<file path="src/rtl/acc_reg_n.sv">
// acc_reg_n: parametrised datapath accumulator.
// Single-cycle load/clear/shift/rotate/inc/dec plus a multi-cycle shift-by-N
// (SHRN/SHLN) with a busy/done handshake. Opcodes 0-3 match the older
// 4-bit CLEAR/LOAD/HOLD/SHR accumulator.
// Optional feature: define SERIAL_FILL_EN so logical shifts take their fill
// bit from serial_in; otherwise the fill bit is 0.
module acc_reg_n #(
  parameter int WIDTH   = 4,
  parameter int SHAMT_W = 3
) (
  input  logic               clock,
  input  logic               reset_n,
  input  logic [3:0]         op,
  input  logic [WIDTH-1:0]   din,
  input  logic [SHAMT_W-1:0] shamt,
  input  logic               serial_in,
  output logic [WIDTH-1:0]   acc,
  output logic               carry_out,
  output logic               busy,
  output logic               done,
  output logic               zero,
  output logic               msb
);

  typedef enum logic [3:0] {
    OP_CLEAR = 4'd0,
    OP_LOAD  = 4'd1,
    OP_HOLD  = 4'd2,
    OP_SHR   = 4'd3,
    OP_SHL   = 4'd4,
    OP_ASR   = 4'd5,
    OP_ROR   = 4'd6,
    OP_ROL   = 4'd7,
    OP_SHRN  = 4'd8,
    OP_SHLN  = 4'd9,
    OP_INC   = 4'd10,
    OP_DEC   = 4'd11
  } op_e;

  typedef enum logic {
    IDLE  = 1'b0,
    SHIFT = 1'b1
  } state_e;

  localparam logic [SHAMT_W-1:0] CNT_ONE = SHAMT_W'(1);
  localparam logic [WIDTH:0]     EXT_ONE = (WIDTH + 1)'(1);

  state_e             state;
  logic [SHAMT_W-1:0] cnt;
  logic               shift_left;
  logic               fill;
  logic [WIDTH-1:0]   shr_val;
  logic [WIDTH-1:0]   shl_val;
  logic [WIDTH-1:0]   step_val;
  logic               step_carry;

`ifdef SERIAL_FILL_EN
  assign fill = serial_in;
`else
  logic unused_serial_in;
  assign unused_serial_in = serial_in;
  assign fill = 1'b0;
`endif

  // Shift candidates and the step used while a multi-cycle shift is running
  always_comb begin
    shr_val    = {fill, acc[WIDTH-1:1]};
    shl_val    = {acc[WIDTH-2:0], fill};
    step_val   = shift_left ? shl_val : shr_val;
    step_carry = shift_left ? acc[WIDTH-1] : acc[0];
  end

  // Opcode execution and the SHRN/SHLN sequencer, all outputs registered
  always_ff @(posedge clock or negedge reset_n) begin
    if (!reset_n) begin
      state      <= IDLE;
      cnt        <= '0;
      shift_left <= 1'b0;
      acc        <= '0;
      carry_out  <= 1'b0;
      busy       <= 1'b0;
      done       <= 1'b0;
    end else begin
      done <= 1'b0;
      case (state)
        IDLE: begin
          case (op)
            OP_CLEAR: begin
              acc       <= '0;
              carry_out <= 1'b0;
            end
            OP_LOAD: begin
              acc       <= din;
              carry_out <= 1'b0;
            end
            OP_SHR: begin
              acc       <= shr_val;
              carry_out <= acc[0];
            end
            OP_SHL: begin
              acc       <= shl_val;
              carry_out <= acc[WIDTH-1];
            end
            OP_ASR: begin
              acc       <= {acc[WIDTH-1], acc[WIDTH-1:1]};
              carry_out <= acc[0];
            end
            OP_ROR: begin
              acc       <= {acc[0], acc[WIDTH-1:1]};
              carry_out <= acc[0];
            end
            OP_ROL: begin
              acc       <= {acc[WIDTH-2:0], acc[WIDTH-1]};
              carry_out <= acc[WIDTH-1];
            end
            OP_SHRN, OP_SHLN: begin
              shift_left <= (op == OP_SHLN);
              if (shamt == '0) begin
                done <= 1'b1;
              end else begin
                // The issue edge already performs the first step
                if (op == OP_SHLN) begin
                  acc       <= shl_val;
                  carry_out <= acc[WIDTH-1];
                end else begin
                  acc       <= shr_val;
                  carry_out <= acc[0];
                end
                cnt <= shamt - CNT_ONE;
                if (shamt == CNT_ONE) begin
                  done <= 1'b1;
                end else begin
                  state <= SHIFT;
                  busy  <= 1'b1;
                end
              end
            end
            OP_INC: {carry_out, acc} <= {1'b0, acc} + EXT_ONE;
            OP_DEC: {carry_out, acc} <= {1'b0, acc} - EXT_ONE;
            default: ;
          endcase
        end
        SHIFT: begin
          if (op == OP_CLEAR) begin
            acc       <= '0;
            carry_out <= 1'b0;
            cnt       <= '0;
            busy      <= 1'b0;
            state     <= IDLE;
          end else begin
            acc       <= step_val;
            carry_out <= step_carry;
            cnt       <= cnt - CNT_ONE;
            if (cnt == CNT_ONE) begin
              state <= IDLE;
              busy  <= 1'b0;
              done  <= 1'b1;
            end
          end
        end
        default: state <= IDLE;
      endcase
    end
  end

  assign zero = (acc == '0);
  assign msb  = acc[WIDTH-1];

endmodule

</file>
<file path="config.mk">
export PLATFORM = sky130hd
export DESIGN_NAME = acc_reg_n
export DESIGN_NICKNAME = d
export VERILOG_FILES = /design/src/rtl/acc_reg_n.sv
export SDC_FILE = /design/constraint.sdc
export NUM_CORES = 1
export LEC_CHECK = 0
export BUFFER_PORTS_ARGS = -buffer_cell sky130_fd_sc_hd__buf_2
export CAP_MARGIN = 10
export CORE_ASPECT_RATIO = 2
export CORE_UTILIZATION = 30
export DETAILED_ROUTE_END_ITERATION = 16
export PLACE_DENSITY = 0.54
export SLEW_MARGIN = 10
export SYNTH_ARGS = -nofsm -noshare
export SYNTH_HDL_FRONTEND = slang
export SYNTH_SLANG_ARGS = --single-unit
</file>
<file path="constraint.sdc">
create_clock -name clock -period 1.96 [get_ports clock]
set_input_delay 0.196 -clock clock [delete_from_list [all_inputs] [get_ports clock]]
set_output_delay 0.196 -clock clock [all_outputs]
set_load 0.03 [all_outputs]
</file>
; ---- After elaboration in Yosys (flattened, before gate mapping)
; Index checks and enable logic that the tools add are counted.
[classes]
bitwise_logic = 1
n_eq_ne = 21
n_addsub = 4
mux = 34
reduce_logical = 13
[op_table]
columns = op, count
row1 = $pmux W4 S10, 1
row2 = $mux W1, 19
row3 = $eq A4 B3 Y1 const B, 4
row4 = $eq A4 B4 Y1 const B, 4
row5 = $mux W4, 4
row6 = $ne A11 B2 Y1 const B, 1
row7 = $ne A10 B2 Y1 const B, 1
row8 = $mux W3, 3
row9 = $logic_not A4 Y1, 2
row10 = $pmux W1 S2, 4
row11 = $pmux W4 S2, 1
row12 = $reduce_and A2 Y1, 4
row13 = $ne A7 B4 Y1 const B, 1
row14 = $eq A3 B1 Y1 const B, 2
row15 = $ne A2 B2 Y1 const B, 3
row16 = $pmux W1 S6, 1
row17 = $pmux W3 S2, 1
row18 = $reduce_or A2 Y1, 3
row19 = $sub A3 B1 Y3 const B, 2
row20 = $add A4 B1 Y5 const B, 1
row21 = $sub A4 B1 Y5 const B, 1
row22 = $eq A4 B1 Y1 const B, 1
row23 = $eq A4 B2 Y1 const B, 1
row24 = $reduce_and A4 Y1, 1
row25 = other kinds (7), 7
[totals]
ff_bits = 12
in_bits = 14
word_cells = 81
output_inout_bits = 9

; ---- Longest topological paths before layout
; Gate-level depths: netlist of the first run.
[logic_depth]
depth_word = 5
mapped_depth = 8
mapped_depth_nobuf = 7

; ---- Worst setup path after synthesis of the first run
; OpenSTA, ideal clock, no wires.
[synth_path]
kind = register to output
start = reg acc[0]
end = out zero
path_buffers = 0
arrival_ns = 1.596
stages_incl_launch_ff = 4
path_slack_ns = 0.168
path_cell_list = dfrtp_1 > inv_1 > ha_1 > nor3b_1
[synth_via]
elab_chain_len = 1
[synth_rtl]
columns = item, line
row1 = from (decl), 17  ; output logic [WIDTH-1:0] acc,
row2 = from (signal assigned), 93  ; acc <= din;
row3 = from (signal assigned), 97  ; acc <= shr_val;
row4 = from (signal assigned), 101  ; acc <= shl_val;
row5 = $logic_not A4 Y1, 166  ; assign zero = (acc == '0);
row6 = to (decl), 21  ; output logic zero,
; No other way between the ends.

; ---- Worst setup path after layout of the first run
[layout_path]
start = reg state
end = reg acc[2]
[layout_via]
elab_chain_len = 3
elab_cells_between_ends = 5
cone_classes = 2 x eq/ne / 1 x mux / 1 x bitwise / 1 x reduce/logical
[layout_rtl]
columns = item, line
row1 = from (decl), 48  ; state_e state;
row2 = from (signal assigned), 76  ; state <= IDLE;
row3 = from (signal assigned), 133  ; state <= SHIFT;
row4 = from (signal assigned), 149  ; state <= IDLE;
row5 = $not A1 Y1 (no source line), -
row6 = $ne A11 B2 Y1 (no source line) / $ne A3 B3 Y1 (equally long branches), -
row7 = $reduce_and A2 Y1 (no source line), -
; Parallel ways exist; a longest one is shown, timed or not.
; A chain may end at the register's enable or synchronous reset.

==> results of run 1 <==
report_power, final:
part | leakage [nW] | switching, W | internal, W | total, W
combinational | 0.481 | 0.000697 | 0.000440 | 0.00114
clock | 0.0288 | 0.0000880 | 0.000177 | 0.000265
sequential | 0.149 | 0.000127 | 0.000362 | 0.000490
cell type report:
| type | count | share of cell area |
|---|---|---|
| clock buffers | 4 | 0.0359 |
| inverters | 10 | 0.0244 |
| multi-input cells | 128 | 0.583 |
| flip-flops and latches | 12 | 0.196 |
| well taps | 52 | 0.0424 |
| repair buffers | 31 | 0.119 |
stage by stage:
stage	cell area (sq um)	util	power [W]	cells
after detailed placement	1470	0.356	0.00163	232
after global placement	1470	0.356	0.00161	232
final	1540	0.372	0.00189	237
after floorplan	1310	-	0.00127	164
after CTS	1540	0.372	0.00190	237
after global routing	1540	0.372	0.00206	237
per-layer routing:
layer	up-vias	track usage
met5	-	0
met3	13	0.0175
met2	27	0.380
li1	652	-
met4	0	0.110
met1	660	0.162
registers in the layout, summed over array words and instances (netlist names):
register,flops
acc,4
busy,1
carry_out,1
cnt,3
done,1
shift_left,1
state,1
cell families after synthesis:
kind of cell / after synthesis / synth area share
flip-flops: 12 / 0.229
AND/OR/NAND/NOR: 64 / 0.287
AO/OA/AOI/OAI: 50 / 0.276
adder cells (fa/ha/maj): 8 / 0.0764
XOR/XNOR: 3 / 0.0201
multiplexers: 3 / 0.0239
buffers and inverters: 24 / 0.0879
worst paths after layout:
kind                                to  slack [ps]  cells after the start
worst max-delay path            acc[2]         200                      6
worst min-delay path              done         290                      2
worst max register to register  acc[2]         200                      6
worst min register to register    busy         540                      1
max in group asynchronous       acc[0]        1370                      2
min in group asynchronous       cnt[0]         370                      2
layout by cell type, fill, tap and decap left out, types with 6 or more instances in the layout:
cell type and n:
ha_1 8, a21oi_1 8, nor2_1 13, inv_1 8
o21ai_0 11, nand2b_1 6, nand2_1 15, buf_4 9
buf_2 21, dfrtp_1 12
critical path: cells and delay by family (launching register included):
family                 cells  cell delay, ps
AOI/OAI and AO/OA          2             300
DFF                        1             360
buffers and inverters      1             220
and+or+nand+nor            3             790
what timing repair did:
| item | CTS | global route |
|---|---|---|
| hold endpoints to repair | 12 | 0 |
| setup endpoints to repair | 0 | 0 |
| buffers inserted | 0 | 0 |
| hold buffers | 1 | 0 |
==> tab_implementation.tex, run 1 <==
\begin{tabular}{lr}
\hline
Metric & Value \\
\hline
\multicolumn{2}{l}{\textbf{Status}} \\
\quad Status & finished clean \\
\multicolumn{2}{l}{\textbf{Timing}} \\
\quad Clock Skew & 6.94 ps \\
\quad Maximum operating frequency & 569 MHz \\
\quad Final critical-path share of the clock period & 0.897 \\
\quad Worst Slack Setup Final & between 200 and 250 ps \\
\quad Setup TNS & 0 ps \\
\quad Final-report max-slew violation count & 0 \\
\quad Hold Violations, Final & 0 \\
\quad RSZ-0062 raised after global routing & false \\
\quad Worst slew pin tran & a little over 600 ps \\
\quad Worst relative slew slack & 0.586 \\
\quad Number of setup violations in the final report & 0 \\
\quad Min Tclk post-route & $\sim$1800 ps \\
\quad Hold Worst Slack & between 200 and 300 ps \\
\multicolumn{2}{l}{\textbf{Worst setup path}} \\
\quad Critical Setup Path Class & flop to flop \\
\quad Startpoint of the most critical register-to-register path & state \\
\quad Slowest cell on the critical path & nor3\_1 \\
\quad Startpoint type of the worst setup path & flop \\
\quad Required @ worst endpoint & approximately 2100 ps \\
\quad CP endpoint kind & flop \\
\quad Cell Chain, Critical Path & buf\_4 -> nand2b\_1 -> o32ai\_1 -> nor3\_1 -> nand2\_1 -> a31oi\_1 \\
\quad Worst setup startpoint & state \\
\quad CP max stage delay & 540 ps \\
\quad Critical path arrival & 1910 ps \\
\quad Largest fanout on the critical path & 16 \\
\multicolumn{2}{l}{\textbf{Synth}} \\
\quad EDFF count, synth & 0 \\
\quad Post-synthesis sequential area ratio & 0.229 \\
\quad Number of register bits inferred by synthesis & 12 \\
\quad Ys flop type & dfrtp\_1 \\
\quad Synthesized instance count & 164 \\
\quad Post-Syn Area & $\sim$1300 sq um \\
\quad Top post-synthesis cells by count & 15 x nand2\_1, 13 x nor2\_1, 12 x dfrtp\_1, 11 x o21ai\_0 \\
\quad Syn\_area\_per\_cell & 7.99 sq um \\
\quad YS warnings & 0 \\
\quad Dominant cell type by area after synthesis & dfrtp\_1 \\
\quad Synthesized netlist net count & between 150 and 200 \\
\quad Biggest area contributors in the synthesized netlist & dfrtp\_1 23\%, ha\_1 7.6\%, nand2\_1 4.3\% \\
\quad Most repeated cell in the gate-level netlist after synthesis & nand2\_1 \\
\quad Share of flip-flops with an asynchronous set or reset & 1.00 \\
\quad Area share of the largest cell type after synthesis & 0.229 \\
\quad Number of distinct library cells after synthesis & 59 \\
\multicolumn{2}{l}{\textbf{Min path}} \\
\quad Start point of the worst min-delay path & shamt[2] \\
\quad Class of the tightest hold or removal check & primary input to flop \\
\multicolumn{2}{l}{\textbf{Clock network}} \\
\quad Clk buf depth & 2 \\
\quad Worst-path clk slew & around 50 ps \\
\quad CTS H-tree lvls & 1 \\
\quad Post-cts repair resize count & 0 \\
\quad Clock buffer count from CTS & 3 \\
\quad TritonCTS clock tree & yes \\
\quad Clock latency reported for the late side of the worst-skew pair & between 200 and 250 ps \\
\quad Clock tree root driver cell & clkbuf\_8 \\
\quad \# clock sinks & 12 \\
\multicolumn{2}{l}{\textbf{Drt}} \\
\quad Detailed Routing Iterations Pass 1 & 4 \\
\quad WL final & 3.86 mm \\
\quad Routed via count divided by cell count & approximately 5.7 \\
\quad Final antenna-violating net count & 0 \\
\quad Total length of routed met3 wires & just under 90 um \\
\quad DRC & 0 \\
\quad Met1 routed wirelength after detailed routing & 1.40 mm \\
\quad Highest metal layer used by the detailed router & met4 \\
\quad Total vias in the final route & 1,352 \\
\quad Routed wl met2 & between 2 and 2.5 mm \\
\quad Iteration-0 DRC count of the detailed router & 38 \\
\quad Wire length per cell after detailed routing & 16.3 um \\
\multicolumn{2}{l}{\textbf{Final layout}} \\
\quad Proportion of layout cells with a drive suffix above 1 & 0.232 \\
\quad Multi-input combinational cell area & $\sim$890 sq um \\
\quad Net count, final & about 210 \\
\quad Ant. Diodes & 0 \\
\quad Synth-to-Final Area Change & 17.2\% \\
\quad Area taken by flip-flops and latches & around 300 sq um \\
\quad Fill cells & $\sim$450 \\
\multicolumn{2}{l}{\textbf{GRT}} \\
\quad Overflow left after global routing & 0 \\
\quad Maximum number of pins on one net before global-route repair & 27 \\
\quad Wire length of the first global-routing pass & about 6.6 mm \\
\quad Number of antenna violations at the first check in global routing & 0 \\
\quad Overall global routing resource usage & 0.183 \\
\quad Number of global-route vias before repair & roughly 1,400 \\
\multicolumn{2}{l}{\textbf{Run}} \\
\quad Reported max-cap violation count & 0 \\
\multicolumn{2}{l}{\textbf{Floorplan}} \\
\quad Height of the chip & 95.5 um \\
\quad Width of the die & 48.7 um \\
\quad Core Region & about 4100 sq um \\
\quad Die outline area & $\sim$4700 sq um \\
\quad Number of ports placed on the die boundary & 23 \\
\quad Effective utilization at floorplan & 0.317 \\
\quad Standard-cell row count & 33 \\
\multicolumn{2}{l}{\textbf{Placement}} \\
\quad Post-Place Worst Slack & 59.4 ps \\
\quad IO buf count & 21 \\
\quad Total half-perimeter wirelength after legalization and detailed placement & 3.06 mm \\
\quad GPL Wtd Cong & around 0.95 \\
\multicolumn{2}{l}{\textbf{Power}} \\
\quad Leakage power total & 0.659 nW \\
\quad Areal power density over the cells & 1230 nW/um\^{}2 \\
\quad Largest voltage drop on the vdd net & 0.658 mV \\
\hline
\end{tabular}
Note: power is estimated with default switching activity, not from simulation.
==> run 2: changes to the inputs <==
- CELL_PAD_IN_SITES_DETAIL_PLACEMENT: default -> 1
- CELL_PAD_IN_SITES_GLOBAL_PLACEMENT: default -> 1
- CORE_UTILIZATION: 30 -> 40
- PLACE_DENSITY: 0.54 -> 0.84
==> run 2 against run 1 <==
Compared with the run above:
- highest routed layer unchanged
- hold slack got worse by 29 ps
- fmax decreased by 1.9%
- non-clock buffer count decreased by 1
- largest power group unchanged
- largest cell class unchanged
- critical path depth decreased by 1
==> tab_implementation.tex, run 2 (synthesis gave the netlist of run 1 again) <==
\begin{tabular}{lr}
\hline
Metric & Value \\
\hline
\multicolumn{2}{l}{\textbf{Worst setup path}} \\
\quad Buffer and inverter count on the worst path & 0 \\
\quad Slowest cell on the critical path & dfrtp\_1 \\
\quad Startpoint of the most critical register-to-register path & acc[3] \\
\quad Cell Chain, Critical Path & and4b\_1 -> o21ai\_0 -> a32oi\_1 -> o41ai\_1 -> o221ai\_1 \\
\quad Register-to-Register Setup Slack & around 170 ps \\
\quad Critical path arrival & around 1900 ps \\
\quad Critical Setup Path Class & flop to flop \\
\quad Worst r2r dst & acc[3] \\
\quad Startpoint type of the worst setup path & flop \\
\quad Required @ worst endpoint & roughly 2000 ps \\
\quad Largest fanout on the critical path & 11 \\
\quad CP endpoint kind & flop \\
\quad Critical path's top delay family & compound AO/OA/AOI/OAI gates \\
\quad CP max stage delay & around 510 ps \\
\quad Number of cells on the worst reg-to-reg path & 5 \\
\multicolumn{2}{l}{\textbf{Clock network}} \\
\quad Clock buffer count from CTS & 3 \\
\quad CTS H-tree lvls & 1 \\
\quad Worst-path clk slew & approximately 50 ps \\
\quad Clock latency reported for the late side of the worst-skew pair & roughly 240 ps \\
\quad TritonCTS clock tree & yes \\
\quad Clk buf depth & 2 \\
\quad Clock tree root driver cell & clkbuf\_8 \\
\quad \# clock sinks & 12 \\
\multicolumn{2}{l}{\textbf{Timing}} \\
\quad Hold Violations, Final & 0 \\
\quad RSZ-0062 raised after global routing & false \\
\quad Maximum operating frequency & approximately 560 MHz \\
\quad Final-report max-slew violation count & 0 \\
\quad Number of setup violations in the final report & 0 \\
\quad Clock Skew & $\sim$1.2 ps \\
\quad Min Tclk post-route & 1790 ps \\
\quad Final critical-path share of the clock period & 0.914 \\
\quad Worst relative slew slack & 0.600 \\
\quad Setup TNS & 0 ps \\
\quad Worst slew pin tran & $\sim$600 ps \\
\multicolumn{2}{l}{\textbf{Placement}} \\
\quad Cell count after placement & 210 \\
\quad IO buf count & 21 \\
\quad Total half-perimeter wirelength after legalization and detailed placement & roughly 3.3 mm \\
\quad GPL Wtd Cong & 0.924 \\
\quad Placed Instance Area & 1450 sq um \\
\multicolumn{2}{l}{\textbf{Final layout}} \\
\quad Largest register FFs & 4 \\
\quad Post-layout instance count excluding filler cells & about 220 \\
\quad Leading cell type in the layout, fill and taps excluded & buf\_2 \\
\quad Proportion of layout cells with a drive suffix above 1 & 0.234 \\
\quad Net count, final & approximately 210 \\
\quad Synth-to-Final Area Change & 15.7\% \\
\quad Final core area utilization & 0.480 \\
\quad Final Cell Area & 1520 sq um \\
\quad Ant. Diodes & 0 \\
\quad Commonest cells after routing, fill and taps aside & 21 x buf\_2, 15 x nand2\_1, 13 x nor2\_1 \\
\quad Register name with the most flops & acc \\
\quad Registers with the highest flip-flop counts & acc (4), cnt (3) \\
\quad Fill cells & roughly 400 \\
\multicolumn{2}{l}{\textbf{GRT}} \\
\quad Number of global-route vias before repair & roughly 1,500 \\
\quad Overall global routing resource usage & 0.245 \\
\quad Overflow left after global routing & 0 \\
\quad Number of antenna violations at the first check in global routing & 0 \\
\quad Maximum number of pins on one net before global-route repair & 23 \\
\quad Wire length of the first global-routing pass & roughly 6.9 mm \\
\multicolumn{2}{l}{\textbf{Floorplan}} \\
\quad Effective utilization at floorplan & 0.415 \\
\quad Number of ports placed on the die boundary & 23 \\
\quad Standard-cell row count & 29 \\
\quad Die outline area & around 3500 sq um \\
\quad Core Region & 3160 sq um \\
\quad Width of the die & about 42 um \\
\quad Height of the chip & 82.9 um \\
\multicolumn{2}{l}{\textbf{Drt}} \\
\quad Detailed Routing Iterations Pass 1 & 4 \\
\quad WL final & $\sim$4.1 mm \\
\quad Total vias in the final route & 1,379 \\
\quad Iteration-0 DRC count of the detailed router & 27 \\
\quad Wire length per cell after detailed routing & 19.1 um \\
\quad DRC & 0 \\
\quad Final antenna-violating net count & 0 \\
\quad Routed via count divided by cell count & between 6 and 7 \\
\multicolumn{2}{l}{\textbf{Power}} \\
\quad Areal power density over the cells & 1270 nW/um\^{}2 \\
\quad Net Sw Power & 0.000952 W \\
\quad Leakage power total & 0.657 nW \\
\quad Share of total power in combinational logic & 0.587 \\
\quad Internal power of the cells & between 0.0009 and 0.001 W \\
\quad Sw Share & 0.496 \\
\quad Fraction of power consumed by the clock network & 0.140 \\
\quad Final total power & approximately 0.0019 W \\
\quad Largest voltage drop on the vdd net & just over 0.7 mV \\
\quad Sequential fraction of design power & 0.273 \\
\multicolumn{2}{l}{\textbf{Run}} \\
\quad Reported max-cap violation count & 0 \\
\multicolumn{2}{l}{\textbf{Min path}} \\
\quad Endpoint of the worst hold-timing path & done \\
\quad Start point of the worst min-delay path & shamt[2] \\
\quad Cell count of the worst hold path & 2 \\
\quad Class of the tightest hold or removal check & primary input to flop \\
\multicolumn{2}{l}{\textbf{Status}} \\
\quad Status & finished clean \\
\hline
\end{tabular}
## run 2: cell count changes in the layout (fill, tap and decap cells not counted)
| cell | change |
|---|---|
| dfrtp_2 | +1 |
| buf_12 | +1 |
| dfrtp_1 | -1 |
| buf_4 | -2 |
## run 2: power groups by stage
stage	Combinational [W]	Clock [W]	Sequential, W
finish	0.00113	0.000268	0.000524
floorplan	0.000687	0	0.000581
CTS	0.00113	0.000273	0.000518
global route	0.00123	0.000282	0.000543
global placement	0.00106	0	0.000511
detailed placement	0.00113	0	0.000521
## run 2: worst max path at each step
stage	startpoint	end	slack, ps	cells past startpoint
after global routing	acc[3]	acc[3]	50	5
after global placement	acc[1]	acc[2]	230	7
final	acc[3]	acc[3]	170	5
after CTS	acc[1]	acc[2]	140	7
after floorplan	acc[0]	zero	170	3
after detailed placement	op[2]	acc[3]	150	6
## run 2: repair_timing
action / CTS / global route
endpoints found under the hold margin: 12 / 0
setup endpoints to repair: 0 / 1
setup buffers: 0 / 0
resized for setup: 0 / 1
hold buffers: 1 / 0
## run 2: cell type report
| class | count | area, sq um | share of cell area |
|---|---|---|---|
| multi-input combinational | 128 | 895 | 0.590 |
| sequential | 12 | 302 | 0.199 |
| tap | 31 | 38.8 | 0.0256 |
| inverter | 10 | 37.5 | 0.0248 |
| clock buffer | 4 | 55.1 | 0.0363 |
| timing repair buffer | 30 | 188 | 0.124 |
## run 2: layer usage
| layer | global-route usage | vias to the layer above | share of wire |
|---|---|---|---|
| li1 | - | 653 | - |
| met1 | 0.265 | 671 | 0.38 |
| met2 | 0.438 | 37 | 0.54 |
| met3 | 0.0174 | 18 | 0.025 |
| met4 | 0.153 | 0 | 0.058 |
| met5 | 0 | - | 0 |
## run 2: worst register-to-register path, cell delays in order (launching register included)
cell and delay (ps):
dfrtp_1 510, and4b_1 300, o21ai_0 100, a32oi_1 130, o41ai_1 410, o221ai_1 190
## run 2: per-stage QoR
stage | setup WS [ps] | hold slack (ps)
5_1_grt | 50.4 | 282
2_1_floorplan | 168 | -99.6
3_5_place_dp | 146 | 101
3_3_place_gp | 229 | 90.0
4_1_cts | 137 | 253
6_report | 169 | 260
